## src/rtl/reg_bank_arbiter.sv

```systemverilog
// reg_bank_arbiter: round-robin arbiter that sequences one read-before-write access
// at a time into an internal register bank and returns tagged read data.
module reg_bank_arbiter #(
   parameter int NREQ  = 4,
   parameter int IW    = 2,
   parameter int DEPTH = 4,
   parameter int AW    = 2,
   parameter int DW    = 8
) (
   input  logic               clk,
   input  logic               rst,
   input  logic [NREQ-1:0]    req,
   input  logic [NREQ-1:0]    wr,
   input  logic [NREQ*AW-1:0] addr,
   input  logic [NREQ*DW-1:0] wdata,
   output logic [NREQ-1:0]    gnt,
   output logic               rvalid,
   output logic [DW-1:0]      rdata,
   output logic [IW-1:0]      rid,
   output logic               busy
);
   typedef enum logic {IDLE, GRANT} state_t;
   state_t          state_q;
   logic [NREQ-1:0] gnt_q;
   logic [IW-1:0]   ptr_q, gid_q, rid_q, gid_d;
   logic            rvalid_q, busy_q;
   logic [DW-1:0]   rdata_q;
   logic [DW-1:0]   bank_q [DEPTH];
   logic [AW-1:0]   acc_addr;
   // Scan offsets from farthest to nearest so the nearest requester after ptr wins.
   always_comb begin
      gid_d = ptr_q;
      for (int o = NREQ; o >= 1; o--)
         if (req[ptr_q + IW'(o)]) gid_d = ptr_q + IW'(o);
   end
   assign acc_addr = addr[gid_q*AW +: AW];
   always_ff @(posedge clk or negedge rst) begin
      if (!rst) begin
         state_q  <= IDLE;
         gnt_q    <= '0;
         ptr_q    <= IW'(NREQ-1);
         gid_q    <= '0;
         rvalid_q <= 1'b0;
         busy_q   <= 1'b0;
         rdata_q  <= '0;
         rid_q    <= '0;
         for (int i = 0; i < DEPTH; i++) bank_q[i] <= '0;
      end else if (state_q == IDLE) begin
         rvalid_q <= 1'b0;
         if (|req) begin
            gnt_q   <= NREQ'(1) << gid_d;
            gid_q   <= gid_d;
            ptr_q   <= gid_d;
            busy_q  <= 1'b1;
            state_q <= GRANT;
         end
      end else begin
         rdata_q  <= bank_q[acc_addr];
         rid_q    <= gid_q;
         rvalid_q <= 1'b1;
         if (wr[gid_q]) bank_q[acc_addr] <= wdata[gid_q*DW +: DW];
         gnt_q    <= '0;
         busy_q   <= 1'b0;
         state_q  <= IDLE;
      end
   end
   assign gnt    = gnt_q;
   assign rvalid = rvalid_q;
   assign rdata  = rdata_q;
   assign rid    = rid_q;
   assign busy   = busy_q;
endmodule

```

## config.mk

```make
export PLATFORM = sky130hd
export DESIGN_NAME = reg_bank_arbiter
export DESIGN_NICKNAME = d
export VERILOG_FILES = /design/src/rtl/reg_bank_arbiter.sv
export SDC_FILE = /design/constraint.sdc
export NUM_CORES = 1
export LEC_CHECK = 0
export ABC_CLOCK_PERIOD_IN_PS = 2230
export CAP_MARGIN = 15
export CORE_UTILIZATION = 49
export CTS_CLUSTER_SIZE = 25
export DETAILED_ROUTE_END_ITERATION = 10
export PLACE_DENSITY_LB_ADDON = 0.12
export SETUP_SLACK_MARGIN = 0.4
export SLEW_MARGIN = 20
export SYNTH_ARGS = -nofsm -noshare
export SYNTH_HDL_FRONTEND = slang
export SYNTH_SLANG_ARGS = --single-unit
```

## constraint.sdc

```tcl
create_clock -name clk -period 2.23 [get_ports clk]
set_input_delay 0.446 -clock clk [delete_from_list [all_inputs] [get_ports clk]]
set_output_delay 0.446 -clock clk [all_outputs]
set_load 0.02 [all_outputs]
```

Word level (Yosys, flattened, before mapping)
Cells that the tools add are included.

Bits in latches: 0. Bits in registers: 53. Output and inout bits: 16. Bits in writable memories: 0. Memories kept: 0. Input bits: 50. ROM bits: 0.

Order comparisons: 6. Div/mod/pow operators: 0. Bitwise logic cells: 2. Shifts and indexed selects: 3. Reduce and logical (&&, ||, !) cells: 5. Equality and inequality tests: 0. Add/subtract/negate cells: 3. Multipliers: 0. Multiplexer cells: 24.

Operators by type and width (number): $bwmux W32 (1); $shiftx A32 B6 Y8 (1); $mux W8 (3); $bmux W8 S2 (1); $demux W8 S2 (1); $lt A2 B3 Y1 const B (4); $mux W1 (9); $bmux W1 S2 (4); $mux W4 (2); $shiftx A8 B4 Y2 (1); $mux W2 (3); $add A2 B2 Y2 const B (2); $reduce_and A2 Y1 (2); $reduce_or A4 Y1 (1); $shl A1 B2 Y4 const A (1); $ge A3 B3 Y1 const B (1); $lt A3 B1 Y1 const B (1); $not A2 Y3 (1); $add A2 B1 Y2 const B (1); $reduce_bool A2 Y1 (1); $logic_and A1 B1 Y1 (1); $not A1 Y1 (1).

Logic depth before layout (Yosys ltp)
Gate-level depths: netlist of run 1.

Depth in word-level cells: 9. Depth in mapped cells: 7.

Worst setup path before layout of run 1
No wires, ideal clock.

Path kind: reg-to-reg. Start: register gid_q[0]. End: register bank_q[16] (netlist name). Period minus slack after synthesis: 1.935 ns. Arrival: 1.809 ns. Setup slack: 0.295 ns. Stages on the path, launching flop included: 6. Path buffers: 2. Cells stage by stage: dfrtp_1 -> buf_6 -> mux4_2 -> or3_1 -> buf_6 -> mux2_4.

Cells in the longest elaborated chain, start to end: 7.

Ends and longest elaborated chain: start: declaration (line 25) `logic [IW-1:0] ptr_q, gid_q, rid_q, gid_d;`; start signal: assignment (line 52) `gid_q <= gid_d;`; $shiftx A8 B4 Y2 (line 36) `assign acc_addr = addr[gid_q*AW +: AW];`; $not A2 Y3 (implied by the code) (line 61) `if (wr[gid_q]) bank_q[acc_addr] <= wdata[gid_q*DW +: DW];`; $ge A3 B3 Y1 (implied by the code) / $lt A3 B1 Y1 (equally long branches) (line 61); $logic_and A1 B1 Y1 (implied by the code) (line 61); $mux W8 (implied by the code) (line 61); $demux W8 S2 (line 61); $bwmux W32 (line 61); end signal: indexed assignment (line 61); end: declaration (line 28) `logic [DW-1:0] bank_q [DEPTH];`.

Parallel ways exist; a longest one is shown, timed or not. The select of a mux whose other input is x is not followed. A chain may end at the register's enable or synchronous reset.

Final worst setup path of run 1
Start: input port wr[3]. End: register bank_q[3] (netlist name).

Cells in the longest elaborated chain, start to end: 3.

Ends and longest elaborated chain: start: declaration (line 13) `input logic [NREQ-1:0] wr,`; $bmux W1 S2 (line 61); $mux W1 (implied by the code) (line 61); $reduce_and A2 Y1 (no line).

Every way passes these cells. The select of a mux whose other input is x is not followed.

==> flow_summary_export.csv, run 1 <==
group,metric,value,unit
route,via_count,1861,
route,first_pass_iters,4,
place,place_congestion,0.802,
synthesis,yosysSeqAreaShare,51.6,%
global_routing,grt_max_degree,34,
route,drc,0,
clocking,cts_max_path_buffers,2,
timing,hold_ws,0.0870,ns
layout,area.sequential,1330,um2
synthesis,ys_warn_count,0,
power,leakage,0.00163,uW
global_routing,track_usage,24.6,%
floorplanning,start_util,50.7,%
layout,finalNetCount,317,
route,post_drt_wl_per_cell,18.2,um
timing,min_period,2.00,ns
worst_setup_path,critPathLaunchType,"primary input",
floorplanning,die_y,74.5,um
run,max-cap-violations,0,
timing,drv_slew,0,
timing,final.setup.tns,0,ns
timing,hold_viol,0,
synthesis,ys_seq_elements,53,
synthesis,postSynthAreaPerCell,14.1,um2
synthesis,synthCells,183,
global_routing,grt-ovfl-total,0,
worst_setup_path,crit_chain,"clkdlybuf4s50_1 > mux4_2 > and2_4 > nand3b_1 > buf_4 > mux2_2",
timing,report.final.setup_viol,0,
clocking,clk_pin_slew_worst_paths,0.10,ns
route,ant_nets,0,
timing,skew,0.00841,ns
route,avgViaCountPerCell,5.51,
layout,fin_area,3640,um2
synthesis,syn-cell-area,2570,um2
worst_setup_path,critPathArrivalTime,2.19,ns
clocking,cts_sinks,53,
power,powerDensity,1320,nW/um2
global_routing,grt_pass1_vias,1905,
layout,multi_input_area,1260,um2
floorplanning,ios,66,
timing,relSlewSlack,62.1,%
clocking,cts_tree,"done",
layout,drive_gt1_share,32.5,%
power,p_total,4800,uW
layout,utilization,71.8,%
place,dpl_cell_area,3430,um2
worst_setup_path,path_max_fanout,3,
place,portBuffers,65,
clocking,clk_latency,0.31,ns
status,outcome,"finished, final reports clean",
floorplanning,die_w,74.5,um
power,irDropWorstVdd,0.000673,V
worst_setup_path,max_stage_delay,0.50,ns
global_routing,antenna_found_initial,0,
floorplanning,rows,26,
floorplanning,floorplan.die_area,5550,um2
hold_path,hold_path.class,"primary input to asynchronous set/reset pin",
route,dr.first_iter.drc_count,75,
layout,n_antenna_cell,0,
worst_setup_path,worstSetupPathType,"primary input to register",
place,hpwl,4.33,mm
floorplanning,coreArea,5070,um2
worst_setup_path,cp-end-kind,"register",
clocking,cts_hold_repair.buffers,0,
timing,rsz0062_at_grt,"true",
timing,worst_pin_slew,0.564,ns
worst_setup_path,crit_path_top_delay_cell,"mux4_2",
layout,area_delta_synth_final,41.5,%
route,drt-total-wl,6.17,mm
worst_setup_path,crit_required,2.43,ns
layout,nFillCells,377,
timing,fin_crit_sh,89.6,%
global_routing,grt_pass1_wl,9.76,mm
clocking,cts_max_level,2,
clocking,clockRootBuffer,"clkbuf_8",
synthesis,yosysUniqueCellTypes,33,
clocking,numCtsBuffers,5,
timing,clock.fmax,501,MHz
synthesis,synthesis.nets,233,
-- metrics by stage --
stage / worst slack, ns / std cells
after floorplan: 0.295 / 183
after global placement: -0.0944 / 329
after detailed placement: -0.140 / 329
after CTS: 0.262 / 338
after global routing: 0.195 / 338
final: 0.233 / 338
-- where the power goes --
group / switching (uW) / leakage, uW / internal, uW
sequential: 314 / 0.000629 / 1440
combinational: 1040 / 0.000952 / 1440
clock: 336 / 0.0000487 / 229
total: 1690 / 0.00163 / 3110
-- layout make-up --
cell class | instances | share of cell area (%)
inverters | 1 | 0.103
well taps | 70 | 2.40
clock inverters | 3 | 0.721
multi-input cells | 117 | 34.5
repair buffers | 89 | 23.8
clock buffers | 5 | 1.89
flip-flops and latches | 53 | 36.5
-- metal layers --
metal	part of all wire [%]	vias up	routed length (um)	track usage, %
met5	0	-	0	0
met4	2.0	0	123	9.22
met3	3.6	10	223	4.61
met2	51	46	3130	41.4
met1	44	950	2690	31.7
li1	-	855	-	-
-- layout by cell type, fill, tap and decap left out, types with 2 or more instances in the layout --
cell / Yosys / final
dfrtp_1: 51 / 50
a221oi_2: 0 / 2
or3_1: 2 / 2
clkinv_4: 0 / 2
nor2_1: 18 / 18
mux2_2: 27 / 14
mux4_2: 10 / 10
clkdlybuf4s50_1: 0 / 58
a221oi_1: 8 / 6
a21oi_1: 4 / 4
a22o_1: 2 / 2
clkbuf_8: 0 / 5
buf_4: 1 / 14
a32o_1: 2 / 2
buf_6: 2 / 9
mux2_4: 8 / 21
dfstp_2: 2 / 2
dlygate4sd2_1: 0 / 5
mux2i_1: 19 / 19
nor2b_1: 2 / 2
nand2_1: 2 / 2
-- flip-flops by register name, indices dropped and copies added (netlist names) --
signal,flops
rid,2
gnt,4
bank_q,32
state_q,1
busy,1
ptr_q,2
rdata,8
rvalid,1
gid_q,2
-- repair_timing --
item	4_1_cts	5_1_grt
setup endpoints to repair	44	44
pin swaps	2	11
gates resized for setup	30	5
buffers inserted	1	0
-- critical path, delay by kind of cell --
kind | cells | cell delay, ns
buffers and inverters | 2 | 0.57
AND/OR/NAND/NOR | 2 | 0.35
multiplexers | 2 | 0.82
-- cells in the mapped netlist --
master / instances / area share, %
buf_6: 2 / 0.87
o31ai_1: 1 / 0.29
nor3b_1: 1 / 0.29
mux2i_1: 19 / 7.4
clkbuf_1: 6 / 0.87
nand3_1: 1 / 0.19
or3_1: 2 / 0.49
dfstp_2: 2 / 2.0
and3b_1: 1 / 0.34
mux2_2: 27 / 12
a211o_1: 1 / 0.34
nand2b_1: 1 / 0.24
a32o_1: 2 / 0.78
nand3b_1: 1 / 0.29
buf_2: 2 / 0.39
and2_0: 1 / 0.24
nand2_1: 2 / 0.29
nor2_1: 18 / 2.6
nor4b_1: 1 / 0.34
nor3b_4: 1 / 0.73
and2_1: 1 / 0.24
buf_4: 1 / 0.29
a221oi_1: 8 / 2.7
nor2b_1: 2 / 0.49
dfrtp_1: 51 / 50
buf_1: 1 / 0.15
a21oi_1: 4 / 0.78
a22o_1: 2 / 0.68
mux4_2: 10 / 8.8
or4_1: 1 / 0.29
inv_1: 1 / 0.15
o31a_1: 1 / 0.34
mux2_4: 8 / 4.7
-- final timing paths --
| check | startpoint | endpoint | slack, ns | cells past startpoint |
|---|---|---|---|---|
| worst min register to register | gnt[1] | gnt[1] | 0.51 | 1 |
| worst max-delay path | wr[3] | bank_q[3] | 0.23 | 6 |
| min in group clk | gnt[1] | gnt[1] | 0.51 | 1 |
| worst min-delay path | rst | rvalid | 0.09 | 1 |
| max in group asynchronous | rst | ptr_q[1] | 1.52 | 2 |
| worst max register to register | gid_q[0] | bank_q[0] | 0.24 | 7 |
-- kinds of logic after synthesis --
kind of cell           share of synthesized area [%]
AND/OR/NAND/NOR                                 7.10
buffers and inverters                           2.72
multiplexers                                    32.6
flip-flops                                      51.6
AO/OA/AOI/OAI                                   5.93
Note: power is estimated with default switching activity, not from simulation.
==> run 2: changes to the inputs <==
Settings changed: CORE_MARGIN set to 3.
==> run 2 against run 1 <==
Against the previous run: clock-buffer cell count unchanged; first-iteration DRC count decreased by 32%; power increased by 8.1%; design area increased by 3.7%; clock skew increased by 0.0039 ns; clock power increased by 19%; largest cell class is now multi-input combinational cells; highest routed layer unchanged.
==> flow_summary_export.csv, run 2 (same netlist as run 1, synthesis figures left out) <==
group,metric,value,unit
timing,hold_viol,0,
place,place_congestion,0.769,
power,powerDensity,1370,nW/um2
timing,relSlewSlack,55.4,%
clocking,cts_sinks,53,
worst_setup_path,crit_chain,"buf_4 > mux2i_1 > mux2_4 > or3_4 > buf_6 > mux2_4",
timing,fin_crit_sh,89.1,%
place,hpwl,4.25,mm
timing,drv_slew,0,
clocking,numCtsBuffers,5,
place,portBuffers,65,
clocking,cts_max_path_buffers,2,
floorplanning,die_y,78.5,um
timing,skew,0.0123,ns
floorplanning,coreArea,4910,um2
clocking,clk_pin_slew_worst_paths,0.10,ns
timing,worst_pin_slew,0.669,ns
global_routing,track_usage,22.3,%
clocking,clockRootBuffer,"clkbuf_8",
worst_setup_path,critPathArrivalTime,2.19,ns
worst_setup_path,crit_path_top_delay_cell,"dfrtp_2",
layout,mostFrequentLayoutCells,"55 x clkdlybuf4s50_1, 50 x dfrtp_1, 33 x mux2_4",
clocking,cts_tree,"done",
worst_setup_path,critPathLaunchType,"register",
layout,area_delta_synth_final,46.8,%
route,first_pass_iters,4,
worst_setup_path,crit_required,2.43,ns
power,irDropWorstVdd,0.000816,V
timing,clock.fmax,503,MHz
layout,largest_register_ffs,32,
timing,min_period,1.99,ns
timing,report.final.setup_viol,0,
route,drt-total-wl,6.49,mm
worst_setup_path,cp-end-kind,"register",
timing,worst_slack,0.243,ns
global_routing,antenna_found_initial,0,
worst_setup_path,max_stage_delay,0.45,ns
worst_setup_path,cpMostUsedCell,"mux2_4",
layout,n_antenna_cell,0,
layout,final_common_cell,"clkdlybuf4s50_1",
floorplanning,start_util,52.4,%
power,p_total,5190,uW
route,drc,0,
global_routing,grt_pass1_vias,1982,
floorplanning,rows,25,
timing,rsz0062_at_grt,"true",
status,outcome,"finished, final reports clean",
global_routing,grt_max_degree,54,
power,leakage,0.00172,uW
route,via_count,1855,
route,dr.first_iter.drc_count,51,
layout,finalNetCount,318,
worst_setup_path,path_max_fanout,8,
global_routing,grt_pass1_wl,10.5,mm
floorplanning,ios,66,
run,max-cap-violations,0,
route,post_drt_wl_per_cell,19.3,um
floorplanning,floorplan.die_area,6160,um2
floorplanning,die_w,78.5,um
worst_setup_path,worstSetupPathType,"register to register",
layout,nFillCells,330,
place,place_worst_setup_slack,-0.157,ns
hold_path,hold_path.class,"primary input to asynchronous set/reset pin",
route,ant_nets,0,
clocking,clk_latency,0.31,ns
global_routing,grt-ovfl-total,0,
layout,drive_gt1_share,35.3,%
clocking,cts_max_level,2,
layout,regMostFlops,"bank_q",
route,avgViaCountPerCell,5.52,
[run 2: routing by layer]
layer | vias to the layer above | track usage (%) | part of all wire (%)
met1 | 939 | 29.9 | 43
met3 | 7 | 4.59 | 4.2
met4 | 0 | 6.47 | 1.2
met5 | - | 0 | 0
li1 | 857 | - | -
met2 | 52 | 36.9 | 52
[run 2: timing repair]
action	in CTS	in global routing
gates resized for setup	48	19
setup buffers	3	1
gates cloned	0	0
setup endpoints to repair	42	42
pin swaps	6	7
hold buffers	0	0
[run 2: final timing paths]
path / cells past startpoint / slack, ns / startpoint / endpoint
min: 2 / 0.24 / rst / rvalid
max: 6 / 0.24 / gid_q[0] / bank_q[23]
min in group clk: 1 / 0.50 / gnt[3] / gnt[3]
max in group asynchronous: 2 / 1.53 / rst / bank_q[25]
min reg2reg: 1 / 0.50 / gnt[3] / gnt[3]
max reg2reg: 6 / 0.24 / gid_q[0] / bank_q[23]
[run 2: layout make-up]
class	instances	area, um2	area share (%)
timing repair buffer	90	891	23.6
multi-input combinational	117	1350	35.8
clock buffer	5	68.8	1.82
inverter	1	3.75	0.0994
clock inverter	3	46.3	1.23
sequential	53	1330	35.2
tap	67	83.8	2.22
[run 2: critical path, delay by kind of cell, from the launching register on]
family / cells / cell delay, ns
buffers and inverters: 2 / 0.31
DFF: 1 / 0.45
muxes: 3 / 0.73
and+or+nand+nor: 1 / 0.40
[run 2: report_power, final]
group          leakage (uW)  switching, uW  total, uW  internal [uW]
combinational       0.00104           1160       2760           1600
sequential         0.000629            317       1750           1440
clock             0.0000543            335        671            337
[run 2: metrics by stage]
step	instances	instance area [um2]	hold slack (ns)	setup TNS (ns)	utilization (%)
6_report	336	3780	0.238	0	76.9
5_1_grt	336	3780	0.282	0	76.9
4_1_cts	335	3680	0.263	0	75.0
3_5_place_dp	324	3390	0.488	-2.65	69.1
3_3_place_gp	324	3390	0.479	-2.08	69.1
2_1_floorplan	183	2570	0.150	0	-
==> run 3: changes to the inputs <==
Settings changed: SETUP_SLACK_MARGIN 0.4 to 0.5.
==> run 3 against run 2 <==
Against the previous run: clock-buffer cell count did not move; register-to-register slack hardly changed; design area shrank 2.0%; global-route usage shrank 0.052 points; maximum frequency is 0.25% higher; combinational power down 7.6%; flip-flop and latch count did not move.
==> flow_summary_export.csv, run 3 (same netlist as run 1, synthesis figures left out) <==
group,metric,value,unit
global_routing,grt_pass1_vias,1984,
layout,regMostFlops,"bank_q",
layout,stdcell_count,336,
place,place_congestion,0.767,
clocking,clk_latency,0.32,ns
hold_path,hold_path.class,"primary input to asynchronous set/reset pin",
worst_setup_path,critPathArrivalTime,2.18,ns
global_routing,grt-ovfl-total,0,
timing,drv_slew,0,
floorplanning,rows,25,
place,dpl_cell_area,3450,um2
place,portBuffers,65,
worst_setup_path,path_max_fanout,8,
layout,largest_register_ffs,32,
clocking,cts_tree,"done",
route,dr.first_iter.drc_count,88,
route,drc,0,
route,post_drt_wl_per_cell,19.3,um
worst_setup_path,max_stage_delay,0.58,ns
timing,rsz0062_at_grt,"true",
global_routing,track_usage,22.3,%
worst_setup_path,cp-end-kind,"register",
layout,finalNetCount,318,
floorplanning,die_w,78.5,um
power,p_total,4860,uW
clocking,clk_pin_slew_worst_paths,0.10,ns
floorplanning,start_util,52.4,%
layout,final_common_cell,"dfrtp_1",
global_routing,grt_max_degree,30,
worst_setup_path,critPathLaunchType,"register",
timing,skew,0.0120,ns
worst_setup_path,worstSetupPathType,"register to register",
clocking,cts_hold_repair.buffers,0,
floorplanning,coreArea,4910,um2
timing,relSlewSlack,59.7,%
power,powerDensity,1310,nW/um2
timing,clock.fmax,505,MHz
status,outcome,"finished, final reports clean",
place,place_inst,325,
worst_setup_path,crit_chain,"mux4_2 > or3_4 > buf_8 > mux2_4",
timing,worst_pin_slew,0.600,ns
layout,nFillCells,336,
global_routing,antenna_found_initial,0,
route,ant_nets,0,
place,hpwl,4.46,mm
clocking,clockRootBuffer,"clkbuf_8",
worst_setup_path,crit_path_top_delay_cell,"mux4_2",
timing,fin_crit_sh,88.9,%
route,first_pass_iters,4,
route,via_count,1848,
clocking,cts_max_path_buffers,2,
run,max-cap-violations,0,
route,avgViaCountPerCell,5.50,
clocking,numCtsBuffers,5,
layout,fin_area,3700,um2
layout,area_delta_synth_final,43.9,%
timing,hold_viol,0,
floorplanning,floorplan.die_area,6160,um2
global_routing,grt_pass1_wl,10.3,mm
worst_setup_path,crit_required,2.43,ns
clocking,cts_sinks,53,
layout,mostFrequentLayoutCells,"50 x dfrtp_1, 42 x clkdlybuf4s50_1, 18 x mux2i_1, 18 x mux2_2",
floorplanning,die_y,78.5,um
layout,n_antenna_cell,0,
layout,drive_gt1_share,35.3,%
worst_setup_path,critPathBufInv,1,
floorplanning,ios,66,
power,leakage,0.00172,uW
timing,min_period,1.98,ns
power,irDropWorstVdd,0.000824,V
route,drt-total-wl,6.50,mm
worst_setup_path,crit_family,"multiplexers",
clocking,cts_max_level,2,
timing,report.final.setup_viol,0,
layout,utilization,75.4,%
## run 3: cell types whose count changed in the layout (fill, tap and decap cells not counted), sizes merged
cell	delta
dlymetal6s2s	+6
dlygate4sd2	+7
bufinv	-1
inv	+1
clkdlybuf4s50	-13
## run 3: path summary, 6_finish.rpt
path,startpoint,cells after the start,slack (ns),endpoint
worst max-delay path,gid_q[0],4,0.25,bank_q[18]
min in group clk,busy,2,0.50,busy
worst min-delay path,rst,1,0.12,rid[1]
worst min register to register,busy,2,0.50,busy
max in group asynchronous,rst,2,1.55,bank_q[27]
worst max register to register,gid_q[0],4,0.25,bank_q[18]
## run 3: area by class of cell
cell class              count  area [um2]  area share [%]
repair buffers             90         910            24.6
clock buffers               5        68.8            1.86
multi-input cells         117        1280            34.6
flip-flops and latches     53        1330            35.9
clock inverters             3        25.0           0.676
well taps                  67        83.8            2.26
inverters                   1        3.75           0.101
## run 3: per-layer routing
metal	wire length (um)	up-vias	track usage [%]	part of all wire, %
met1	2730	938	28.3	42
met2	3450	47	38.6	53
met3	240	6	4.82	3.7
met4	81	0	5.94	1.2
li1	-	857	-	-
met5	0	-	0	0
## run 3: worst reg2reg max path, stage by stage (launching register included)
cell and delay [ns]:
dfrtp_2 0.43, mux4_2 0.58, or3_4 0.41, buf_8 0.16
mux2_4 0.30
## run 3: through the flow
stage          setup WS, ns  setup TNS, ns  hold WS [ns]
6_report              0.248              0         0.122
5_1_grt               0.190              0         0.150
4_1_cts               0.268              0         0.133
3_5_place_dp         -0.138          -2.43         0.476
3_3_place_gp         -0.105          -1.80         0.479
2_1_floorplan         0.295              0         0.150
## run 3: what timing repair did
action | CTS | global route
buffers inserted | 2 | 1
endpoints found under the setup margin | 53 | 49
pin swaps | 11 | 2
resized for setup | 42 | 16
## run 3: power by group
part	internal, uW	total, uW	switching [uW]
Clock	227	562	334
Sequential	1440	1750	312
Combinational	1440	2550	1110
Total	3100	4860	1760
